$ cat src/rtl/stack_pkg.sv
// Shared types for the stack-pointer controller: op codes, fault codes, FSM states.
package stack_pkg;

    typedef enum logic [2:0] {
        OP_NOP   = 3'b000,
        OP_PUSH  = 3'b001,
        OP_POP   = 3'b010,
        OP_BINOP = 3'b011,
        OP_POP2  = 3'b100,
        OP_CLR   = 3'b101
    } op_t;

    typedef enum logic {
        ST_RUN   = 1'b0,
        ST_FAULT = 1'b1
    } state_t;

    localparam logic [1:0] FC_NONE = 2'b00;
    localparam logic [1:0] FC_OVF  = 2'b01;
    localparam logic [1:0] FC_UDF  = 2'b10;

endpackage

$ cat src/rtl/stack_bounds_check.sv
// Combinational legality check of one stack op against the current depth.
// Only instantiated when STACK_BOUNDS_CHECK_EN is defined.
module stack_bounds_check
    import stack_pkg::*;
#(
    parameter int DEPTH   = 64,
    parameter int DEPTH_W = $clog2(DEPTH + 1)
) (
    input  op_t                op,
    input  logic [DEPTH_W-1:0] depth_q,
    output logic               legal,
    output logic [1:0]         code
);

    localparam logic [DEPTH_W-1:0] DEPTH_FULL = DEPTH_W'(DEPTH);

    always_comb begin
        legal = 1'b1;
        code  = FC_NONE;
        case (op)
            OP_PUSH: if (depth_q == DEPTH_FULL) begin
                legal = 1'b0;
                code  = FC_OVF;
            end
            OP_POP: if (depth_q == '0) begin
                legal = 1'b0;
                code  = FC_UDF;
            end
            OP_BINOP, OP_POP2: if (depth_q < DEPTH_W'(2)) begin
                legal = 1'b0;
                code  = FC_UDF;
            end
            default: ;
        endcase
    end

endmodule

$ cat src/rtl/stack_pointer_ctrl.sv
// Stack-pointer controller feeding the stack memory's SP/StackWrite in the same cycle.
// Optional bounds checking and sticky FAULT state enabled by STACK_BOUNDS_CHECK_EN.
module stack_pointer_ctrl
    import stack_pkg::*;
#(
    parameter int REG_BITS = 32,
    parameter int DEPTH    = 64,
    parameter int DEPTH_W  = $clog2(DEPTH + 1)
) (
    input  logic                clk,
    input  logic                rst_n,
    // Handshake: an op fires on a cycle where op_valid && op_ready; op_ready
    // depends on op itself (CLR is always accepted) and never on op_valid.
    input  logic                op_valid,
    input  logic [2:0]          op,
    output logic                op_ready,
    output logic [REG_BITS-1:0] sp,
    output logic                stack_write,
    output logic [DEPTH_W-1:0]  depth,
    output logic                empty,
    output logic                full,
    output logic                fault,
    output logic [1:0]          fault_code,
    output state_t              dbg_state
);

    localparam int IDX_W = $clog2(DEPTH);
    localparam logic [IDX_W-1:0]   IDX_TOP    = IDX_W'(DEPTH - 1);
    localparam logic [DEPTH_W-1:0] DEPTH_FULL = DEPTH_W'(DEPTH);

    logic [IDX_W-1:0]   r_sp, w_sp_next;
    logic [DEPTH_W-1:0] r_depth, w_depth_next;
    logic               w_fire, w_we, w_legal;
    op_t                w_op;

    assign w_op   = op_t'(op);
    assign w_fire = op_valid && op_ready;

`ifdef STACK_BOUNDS_CHECK_EN
    state_t     r_state, w_state_next;
    logic [1:0] r_code, w_code_next, w_chk_code;

    stack_bounds_check #(
        .DEPTH   (DEPTH),
        .DEPTH_W (DEPTH_W)
    ) u_bounds_check (
        .op      (w_op),
        .depth_q (r_depth),
        .legal   (w_legal),
        .code    (w_chk_code)
    );

    assign op_ready = (r_state == ST_RUN) || (w_op == OP_CLR);

    always_ff @(posedge clk or negedge rst_n) begin
        if (!rst_n) begin
            r_state <= ST_RUN;
            r_code  <= FC_NONE;
        end else begin
            r_state <= w_state_next;
            r_code  <= w_code_next;
        end
    end

    always_comb begin
        w_state_next = r_state;
        w_code_next  = r_code;
        if (w_fire) begin
            if (w_op == OP_CLR) begin
                w_state_next = ST_RUN;
                w_code_next  = FC_NONE;
            end else if (!w_legal) begin
                w_state_next = ST_FAULT;
                w_code_next  = w_chk_code;
            end
        end
    end

    assign fault      = (r_state == ST_FAULT);
    assign fault_code = r_code;
    assign dbg_state  = r_state;
`else
    assign w_legal    = 1'b1;
    assign op_ready   = 1'b1;
    assign fault      = 1'b0;
    assign fault_code = FC_NONE;
    assign dbg_state  = ST_RUN;
`endif

    // Depth saturation only matters when unchecked; checked builds never reach it.
    always_comb begin
        w_sp_next    = r_sp;
        w_depth_next = r_depth;
        w_we         = 1'b0;
        if (w_fire) begin
            if (w_op == OP_CLR) begin
                w_sp_next    = IDX_TOP;
                w_depth_next = '0;
            end else if (w_legal) begin
                case (w_op)
                    OP_PUSH: begin
                        w_sp_next    = r_sp + 1'b1;
                        w_depth_next = (r_depth == DEPTH_FULL) ? r_depth : r_depth + 1'b1;
                        w_we         = 1'b1;
                    end
                    OP_POP: begin
                        w_sp_next    = r_sp - 1'b1;
                        w_depth_next = (r_depth == '0) ? r_depth : r_depth - 1'b1;
                    end
                    OP_BINOP: begin
                        w_sp_next    = r_sp - 1'b1;
                        w_depth_next = (r_depth == '0) ? r_depth : r_depth - 1'b1;
                        w_we         = 1'b1;
                    end
                    OP_POP2: begin
                        w_sp_next    = r_sp - 2'd2;
                        w_depth_next = (r_depth < DEPTH_W'(2)) ? '0 : r_depth - 2'd2;
                    end
                    default: ;
                endcase
            end
        end
    end

    always_ff @(posedge clk or negedge rst_n) begin
        if (!rst_n) begin
            r_sp    <= IDX_TOP;
            r_depth <= '0;
        end else begin
            r_sp    <= w_sp_next;
            r_depth <= w_depth_next;
        end
    end

    assign sp          = {{(REG_BITS - IDX_W){1'b0}}, w_sp_next};
    assign stack_write = w_we;
    assign depth       = r_depth;
    assign empty       = (r_depth == '0);
    assign full        = (r_depth == DEPTH_FULL);

endmodule

$ cat config.mk
export PLATFORM = sky130hd
export DESIGN_NAME = stack_pointer_ctrl
export DESIGN_NICKNAME = d
export VERILOG_FILES = /design/src/rtl/stack_pkg.sv /design/src/rtl/stack_bounds_check.sv /design/src/rtl/stack_pointer_ctrl.sv
export SDC_FILE = /design/constraint.sdc
export NUM_CORES = 1
export LEC_CHECK = 0
export CAP_MARGIN = 15
export CORE_AREA = 2 2 67 69
export CTS_CLUSTER_DIAMETER = 80
export CTS_CLUSTER_SIZE = 12
export DETAILED_ROUTE_END_ITERATION = 12
export DIE_AREA = 0 0 69 71
export PLACE_DENSITY = 0.76
export REMOVE_ABC_BUFFERS = 1
export SLEW_MARGIN = 30
export SYNTH_ARGS = -nofsm -noshare
export SYNTH_HDL_FRONTEND = slang
export SYNTH_HIERARCHICAL = 1
export SYNTH_SLANG_ARGS = --single-unit
$ cat constraint.sdc
create_clock -name clk -period 2.75 [get_ports clk]
set_clock_uncertainty 0.1 [all_clocks]
set_input_delay 0.275 -clock clk [delete_from_list [all_inputs] [get_ports clk]]
set_output_delay 0.275 -clock clk [all_outputs]
set_load 0.02 [all_outputs]
==> run summary <==
Top cells by area, synth -> buf_4 (14%), dfrtp_1 (11%), dfstp_2 (9.7%)
Peak VDD IR -> 0.211 mV
Leading area contributor after synthesis -> buf_4
# diodes -> 0
DRT iter0 DRCs -> 177
Antenna violations before repair -> 0
Avg Inst Size Synth -> 8.12 um2
Fmax achieved -> 374 MHz
WP buf/inv -> 3
Via count -> 1,505
Actual slew at the worst max-slew pin -> 0.648 ns
Netlist cell types -> 55
Avg WL per Cell -> 13.2 um
Critical path capture point type -> primary output
Starting Density -> 38.6%
WP data arrival -> 2.30 ns
Inst Count DP -> 284
Clk root buf -> clkbuf_8
Chip height -> 71 um
Clock transition at the registers of the reported paths -> 0.06 ns
Die width -> 69 um
Synth Flop Type -> dfrtp_1
CTS Buf Count -> 3
Final min period -> 2.67 ns
TritonRoute pass-1 iters -> 4
Fin util -> 46.4%
H-Tree Depth -> 1
Most numerous cell in the Yosys netlist -> buf_4
Synth Area in XOR/XNOR -> 3.78%
Post-layout net count -> 257
Leak pwr -> 0.915 nW
Status -> completed
Pwr dens -> 932 mW/mm2
Post-Syn Instances -> 200
Crit path required time -> 2.38 ns
Slew HR -> 56.7%
Largest net degree at the start of global routing -> 14
Commonest cells in the synthesized netlist -> buf_4 (31), a21oi_1 (14), inv_1 (12), nor2_1 (12)
Yosys top cell area share -> 14.3%
Crit-path leading delay family -> buffers and inverters
Register area share after synthesis -> 20.5%
Fin cells -> 289
Simple-gate share of the synthesized area -> 15.8%
Synthesis Warnings -> 6
Num Clock Sinks -> 13
Final wirelength -> 3830 um
Critical Path Fanout Max -> 2
Slowest CP cell -> clkdlybuf4s50_1
Aggregate negative setup slack -> 0 ns
Hold Path Class -> input port to async pin
Unrepaired setup endpoints after global routing -> yes
Post-synth EDFFs -> 0
Rows -> 24
Setup ws final -> 0.0795 ns
Seq cells post-synth -> 13
IO Port Bufs -> 21
Pre-CTS setup slack -> -0.355 ns
Setup crit start kind -> input port
Gr usage total -> 15.5%
GR Overflow Total -> 0
Crit-path cells -> clkdlybuf4s50_1 > nand2b_4 > buf_4 > fa_1 > nand2_1 > mux2i_1 > a21oi_1 > o21a_1 > dlygate4sd2_1
# IOs -> 53
Share of layout cells above drive strength 1 -> 22.4%
Crit share post-route -> 97.1%
P&R area growth vs syn -> 20.2%
Detail Route Antenna Nets -> 0
Routed vias/inst -> 5.21
Core ar. -> 0.00420 mm2
Hpwl dp -> 2920 um
Clk_lat worst skew -> 0.25 ns
Vias in the first global route -> 1,344
Async SR Flop Fraction -> 100%
Mux contribution to synthesized area -> 2.85%
Maximum capacitance violations -> 0
Main combinational cell family by area after synthesis -> compound AO/OA/AOI/OAI gates
Max-slew violations -> 0
CP max stage delay -> 0.53 ns
Critical path class -> input port to primary output
Die Area -> 0.00490 mm2
Final setup viols -> 0
DR DRC count -> 0
Mapped cell area -> 0.00162 mm2
Adder-cell area share of the yosys netlist -> 10.9%
Gp weighted congestion -> 0.939
TritonCTS clock tree -> built
CTS Buffer Depth -> 2
Final Hold Viols -> 0
Global-route wire length before repair -> 6200 um
Fraction of the mapped netlist area in compound gates -> 26.0%
# hold bufs at CTS -> 0
==> worst register-to-register path: cells and delay by family, from the launching register on <==
family,cells,cell delay (ns)
and+or+nand+nor,3,0.42
DFF,1,0.46
AOI/OAI and AO/OA,2,0.42
adders and majority gates,1,0.44
muxes,1,0.25
buffers and inverters,1,0.12
==> layer usage <==
metal  vias to the layer above  part of all wire (%)  track usage (%)
met5                         -                     0                0
met4                         0                   2.7             8.06
met3                        11                   5.5             1.71
met2                        54                    47             26.1
met1                       704                    45             19.7
li1                        736                     -                -
==> power by group <==
group / internal [W] / total [W] / switching, W
clock: 0.000103 / 0.000181 / 0.0000781
sequential: 0.000305 / 0.000435 / 0.000129
combinational: 0.000582 / 0.00120 / 0.000622
total: 0.000990 / 0.00182 / 0.000830
==> per-stage QoR <==
step                instance area, um2  hold slack (ns)  total power [W]
floorplan                         1460           -0.121          0.00119
finish                            1950            0.323          0.00182
global route                      1950            0.370          0.00197
global placement                  1890            0.501          0.00161
CTS                               1930            0.345          0.00181
detailed placement                1890            0.509          0.00163
==> cell type report <==
class | instances | area (um2)
fill | 419 | 2250
multi-input combinational | 165 | 1110
timing repair buffer | 42 | 347
sequential | 13 | 333
tap | 52 | 65.1
inverter | 13 | 48.8
clock buffer | 4 | 45.0
==> final timing paths <==
| check | start | endpoint | slack (ns) | cells past startpoint |
|---|---|---|---|---|
| max | op[1] | sp[1] | 0.08 | 9 |
| min | rst_n | depth[5] | 0.32 | 1 |
| max reg2reg | depth[1] | depth[6] | 0.42 | 8 |
| min reg2reg | depth[4] | depth[4] | 0.52 | 2 |
| max in group asynchronous | rst_n | depth[2] | 1.81 | 1 |
| min in group clk | depth[4] | depth[4] | 0.52 | 2 |
==> placed cells by master (no fill, tap or decap), drive strengths merged, types with 2 or more instances in the layout <==
| cell | instances |
|---|---|
| o31ai | 2 |
| clkbuf | 6 |
| conb | 31 |
| dfrtp | 7 |
| o21bai | 3 |
| fa | 2 |
| xor2 | 3 |
| o22ai | 3 |
| or3b | 2 |
| or3 | 2 |
| o21ai | 12 |
| nand2 | 10 |
| a211oi | 4 |
| inv | 13 |
| clkdlybuf4s50 | 16 |
| a21o | 3 |
| a221o | 3 |
| ha | 11 |
| mux2 | 2 |
| or4 | 2 |
| o21a | 3 |
| a22o | 4 |
| a21oi | 15 |
| nand2b | 3 |
| nor2 | 12 |
| nor2b | 4 |
| or2 | 2 |
| nor4 | 2 |
| xnor2 | 4 |
| nand3 | 3 |
| dfstp | 6 |
| buf | 23 |
| nor3 | 2 |
| mux2i | 2 |
==> sequential cells by signal (all words and copies together), names as in the netlist <==
signal	count
depth	7
r_sp	6
==> cells by family (layout without fill, tap and decap cells) <==
logic type / Yosys count / in the layout
flops: 13 / 13
xor+xnor: 7 / 7
mux: 4 / 4
compound gates: 61 / 61
other cells: 2 / 31
fa+ha+maj: 13 / 13
buf+inv: 51 / 59
simple gates: 49 / 49
==> what timing repair did <==
item                       4_1_cts  5_1_grt
setup endpoints to repair        5        5
setup buffers                    0        1
pin swaps                        0        3
gates resized for setup         12       10
Note: power is estimated with default switching activity, not from simulation.
